**config.mk**
```make
export PLATFORM = sky130hd
export DESIGN_NAME = serial_sub_nbit
export DESIGN_NICKNAME = d
export VERILOG_FILES = /design/src/rtl/serial_sub_nbit_pkg.sv /design/src/rtl/full_sub_1_bit.sv /design/src/rtl/serial_sub_nbit.sv
export SDC_FILE = /design/constraint.sdc
export NUM_CORES = 1
export LEC_CHECK = 0
export BUFFER_PORTS_ARGS = -buffer_cell sky130_fd_sc_hd__buf_4
export CAP_MARGIN = 15
export CORE_ASPECT_RATIO = 1.5
export CORE_UTILIZATION = 52
export CTS_CLUSTER_DIAMETER = 80
export DETAILED_ROUTE_END_ITERATION = 6
export PLACE_DENSITY_LB_ADDON = 0.25
export SKIP_LAST_GASP = 1
export SYNTH_ARGS = -nofsm -noshare
export SYNTH_HDL_FRONTEND = slang
export SYNTH_SLANG_ARGS = --single-unit
```
**constraint.sdc**
```tcl
create_clock -name clk -period 1.8 [get_ports clk]
set_input_delay 0.54 -clock clk [delete_from_list [all_inputs] [get_ports clk]]
set_output_delay 0.54 -clock clk [all_outputs]
set_load 0.005 [all_outputs]
```
**src/rtl/serial_sub_nbit_pkg.sv**
```systemverilog
// rtl/serial_sub_nbit_pkg.sv - shared FSM state encoding and width limits for serial_sub_nbit
package serial_sub_nbit_pkg;

  typedef enum logic [1:0] {
    ST_IDLE = 2'd0,
    ST_RUN  = 2'd1,
    ST_DONE = 2'd2
  } state_t;

  localparam int WIDTH_MIN = 1;
  localparam int WIDTH_MAX = 64;

  function automatic bit width_ok(int w);
    return (w >= WIDTH_MIN) && (w <= WIDTH_MAX);
  endfunction

endpackage

```
**src/rtl/full_sub_1_bit.sv**
```systemverilog
// rtl/full_sub_1_bit.sv - 1-bit full subtractor cell: d = a - b - bin
module full_sub_1_bit (
  input  logic i_a,
  input  logic i_b,
  input  logic i_bin,
  output logic o_d,
  output logic o_bout
);

  assign o_d    = i_a ^ i_b ^ i_bin;
  assign o_bout = (~i_a & i_b) | (~(i_a ^ i_b) & i_bin);

endmodule

```
**src/rtl/serial_sub_nbit.sv**
```systemverilog
// rtl/serial_sub_nbit.sv - bit-serial WIDTH-bit subtractor, LSB first, start/done handshake
// Optional zero/ovf flag outputs under macro SERIAL_SUB_FLAGS_EN.
module serial_sub_nbit
  import serial_sub_nbit_pkg::*;
#(
  parameter int WIDTH = 8
) (
  input  logic             clk,
  input  logic             rst,
  input  logic             start,
  input  logic [WIDTH-1:0] x,
  input  logic [WIDTH-1:0] y,
  input  logic             bin,
  output logic             busy,
  output logic             done,
  output logic [WIDTH-1:0] dif,
  output logic             bout
`ifdef SERIAL_SUB_FLAGS_EN
  ,
  output logic             zero,
  output logic             ovf
`endif
);

  localparam int CW = $clog2(WIDTH + 1);

  generate
    if (!width_ok(WIDTH)) begin : g_bad_width
      $error("serial_sub_nbit: WIDTH out of range");
    end
  endgenerate

  state_t           r_state;
  state_t           w_state_next;
  logic [WIDTH-1:0] r_x_sr;
  logic [WIDTH-1:0] r_y_sr;
  logic [WIDTH-1:0] w_x_next;
  logic [WIDTH-1:0] w_y_next;
  logic             r_brw;
  logic             w_d;
  logic             w_brw_next;
  logic [CW-1:0]    r_cnt;
  logic             w_last;
  logic [WIDTH-1:0] r_dif;
  logic             r_bout;

  full_sub_1_bit u_cell (
    .i_a    (r_x_sr[0]),
    .i_b    (r_y_sr[0]),
    .i_bin  (r_brw),
    .o_d    (w_d),
    .o_bout (w_brw_next)
  );

  // Difference bits fill the minuend register from the top as its bits are consumed.
  generate
    if (WIDTH == 1) begin : g_w1
      assign w_x_next = w_d;
      assign w_y_next = 1'b0;
    end else begin : g_wn
      assign w_x_next = {w_d, r_x_sr[WIDTH-1:1]};
      assign w_y_next = {1'b0, r_y_sr[WIDTH-1:1]};
    end
  endgenerate

  assign w_last = (r_cnt == CW'(WIDTH - 1));

  always_ff @(posedge clk) begin
    if (rst) r_state <= ST_IDLE;
    else     r_state <= w_state_next;
  end

  always_comb begin
    w_state_next = r_state;
    case (r_state)
      ST_IDLE: if (start) w_state_next = ST_RUN;
      ST_RUN:  if (w_last) w_state_next = ST_DONE;
      ST_DONE: w_state_next = ST_IDLE;
      default: w_state_next = ST_IDLE;
    endcase
  end

  always_ff @(posedge clk) begin
    if (rst) begin
      r_x_sr <= '0;
      r_y_sr <= '0;
      r_brw  <= 1'b0;
      r_cnt  <= '0;
      r_dif  <= '0;
      r_bout <= 1'b0;
    end else begin
      case (r_state)
        ST_IDLE: begin
          if (start) begin
            r_x_sr <= x;
            r_y_sr <= y;
            r_brw  <= bin;
            r_cnt  <= '0;
          end
        end
        ST_RUN: begin
          r_x_sr <= w_x_next;
          r_y_sr <= w_y_next;
          r_brw  <= w_brw_next;
          r_cnt  <= r_cnt + CW'(1);
          if (w_last) begin
            r_dif  <= w_x_next;
            r_bout <= w_brw_next;
          end
        end
        default: ;
      endcase
    end
  end

`ifdef SERIAL_SUB_FLAGS_EN
  logic r_x_msb;
  logic r_y_msb;
  logic r_zero;
  logic r_ovf;

  // Operand sign bits are shifted away during RUN, so keep a copy for overflow.
  always_ff @(posedge clk) begin
    if (rst) begin
      r_x_msb <= 1'b0;
      r_y_msb <= 1'b0;
      r_zero  <= 1'b0;
      r_ovf   <= 1'b0;
    end else if (r_state == ST_IDLE && start) begin
      r_x_msb <= x[WIDTH-1];
      r_y_msb <= y[WIDTH-1];
    end else if (r_state == ST_RUN && w_last) begin
      r_zero <= (w_x_next == '0);
      r_ovf  <= (r_x_msb != r_y_msb) && (w_x_next[WIDTH-1] != r_x_msb);
    end
  end

  assign zero = r_zero;
  assign ovf  = r_ovf;
`endif

  assign busy = (r_state == ST_RUN);
  assign done = (r_state == ST_DONE);
  assign dif  = r_dif;
  assign bout = r_bout;

endmodule
```
==> out/results.ini <==
[run_status]
outcome = complete, no violations

[clocking]
cts_tree = yes
clk_latency_ps = 340
cts_hold_buf = 0
cts.sinks = 32
htree_num_levels = 2
root_buffer = clkbuf_4
path_clk_slew_ps = 100
cts_resized = 0
clockBufferDepth = 2
cts_made_buffers = 5
post-cts-setup-buffer-count = 0

[timing]
hold_violations = 0
max_freq_mhz = 589
fin_crit_ps = 1700
slew_violations = 0
fin_tns_setup_ps = 0
finalSetupViolCount = 0
worst_slack_ps = 102
fin_skew_ps = 4.29
rsz0062_at_grt = no
worst_pin_slew_ps = 540
fin_crit_sh_pct = 94.3
slew_headroom_pct = 63.9

[synthesis]
ys_ff_latch = 32
netlist_area_sq_um = 1410
avgSynthCellArea_sq_um = 8.88
synth_edf_count = 0
syn_nets = 181
synthArstFlopShare_pct = 0
synthCells = 159
netlist.area_leader.share_pct = 45.3
yosys_warnings = 0
synth_area_leaders = dfxtp_1 (45%), a211oi_1 (9.0%), nor2_1 (7.2%)
synth_area_leader_cell = dfxtp_1
netlist_top_cells_count = dfxtp_1 (32), nor2_1 (27), a211oi_1 (17)
post-synth-top-count-cell = dfxtp_1
ys.flop_type = dfxtp_1
yosysUniqueCellTypes = 30
synth-seq-area-share_pct = 45.3

[grt]
antenna_found_initial = 0
gr-total-overflow = 0
grt.total_usage_pct = 25.4
grt_first_pass_wirelength_um = 5400
grt_max_degree = 41
grt_pass1_vias = 1218

[floorplanning]
core_area_sq_um = 2500
initial_utilization_pct = 56.4
dieArea_sq_um = 2930
die-height_um = 65.8
die_x_um = 44.6
io-pin-count = 31
rows = 22

[power_and_ir_drop]
p_leak_nw = 0.679
peakVddDrop_uv = 611
p_clk_share_pct = 35.6
switching_share_pct = 24.7
intPower_mw = 1.13
powerDensity_nw_per_um2 = 869
seq_power_share_pct = 51.5
combPwrFrac_pct = 12.8
power_mw = 1.50
p_switching_mw = 0.371

[job]
drv_cap = 0

[worst_setup_path]
regToRegSetupSlack_ps = 390
rr_worst_depth = 4
cp.required_ps = 1260
reg2reg_from = r_cnt[0]$_SDFFE_PP0P_
cp_data_arrival_time_ps = 1160
critical_path_class = register to primary output
cp_max_fo = 7
crit_path_start = r_state[1]$_SDFFE_PP0P_
r2r_end = dif[5]$_SDFFE_PP0P_
startpoint_type = register
end_kind = primary output

[hold_path]
whs_endpoint = r_y_sr[7]$_SDFFE_PP0P_
min_from = y[7]
hold_depth = 3
hold_class = input port to register

[place]
place_area_sq_um = 1650
portBuffers = 30
hpwl_um = 2130
pre_cts_slack_ps = 338
gp_congestion = 0.771

[route]
wl_um = 3190
initialDrtViolationCount = 32
viasPerCell = 5.84
wl_per_cell_um = 14.2
drt_first_pass_iters = 4
drc = 0
postRouteAntennaNets = 0
vias = 1308

[layout]
area_growth_pct = 22.3
layout.nets = 209
antenna_cells = 0
final_core_util_pct = 69.0
final_layout_size_suffix_gt1_share_pct = 23.9
fin_area_sq_um = 1730

## state kept, by name, summed over array words and instances (netlist names)
name and count:
r_x_sr 8, r_state 2, r_y_sr 8, r_brw 1, r_cnt 4, dif 8, bout 1
## kinds of logic (layout without fill, tap and decap cells)
family | after synthesis | in the layout | synth area share [%]
simple gates | 56 | 56 | 20.6
fa+ha+maj | 2 | 2 | 2.30
flops | 32 | 32 | 45.3
buf+inv | 18 | 47 | 5.93
compound gates | 51 | 51 | 25.8
## cell type report
cell class	count	area, sq um
fill	209	777
multi-input combinational	109	688
sequential	32	641
timing repair buffer	35	263
tap	36	45.0
clock buffer	6	41.3
clock inverter	2	35.0
inverter	4	15.0
## per-stage QoR
step                      instances  hold WS (ps)
final                           224           476
after global routing            224           497
after CTS                       224           469
after detailed placement        216           466
after global placement          216           459
after floorplan                 159           454
## routing by layer
| layer | part of all wire [%] | GRT usage, % | vias up |
|---|---|---|---|
| li1 | - | - | 638 |
| met1 | 42 | 29.1 | 614 |
| met2 | 49 | 41.5 | 45 |
| met3 | 5.4 | 7.10 | 11 |
| met4 | 3.2 | 13.6 | 0 |
| met5 | 0 | 0 | - |
## worst max path at each step
stage	to
3_3_place_gp	r_cnt[2]$_SDFFE_PP0P_
3_5_place_dp	r_y_sr[0]$_SDFFE_PP0P_
6_report	busy
2_1_floorplan	done
4_1_cts	busy
5_1_grt	done
## power groups by stage
stage	Combinational [mW]	Clock, mW	Sequential [mW]
after global routing	0.214	0.580	0.779
after floorplan	0.132	0	0.782
final	0.193	0.535	0.774
after CTS	0.191	0.545	0.773
after global placement	0.184	0	0.788
after detailed placement	0.190	0	0.790
## layout by cell type, fill, tap and decap left out, types with 5 or more instances in the layout
cell,synthesis,final
o22ai_1,7,7
a211oi_1,17,17
buf_4,0,35
dfxtp_1,32,32
nand2b_1,9,9
o2bb2ai_1,8,8
clkbuf_4,0,5
nand4b_1,8,8
nand2_1,5,5
o21ai_0,8,8
nor2_1,27,27
## critical path: stages, from the launching register on
cell,delay [ps]
dfxtp_1,390
nor2b_1,260
buf_4,160
Note: power is estimated with default switching activity, not from simulation.
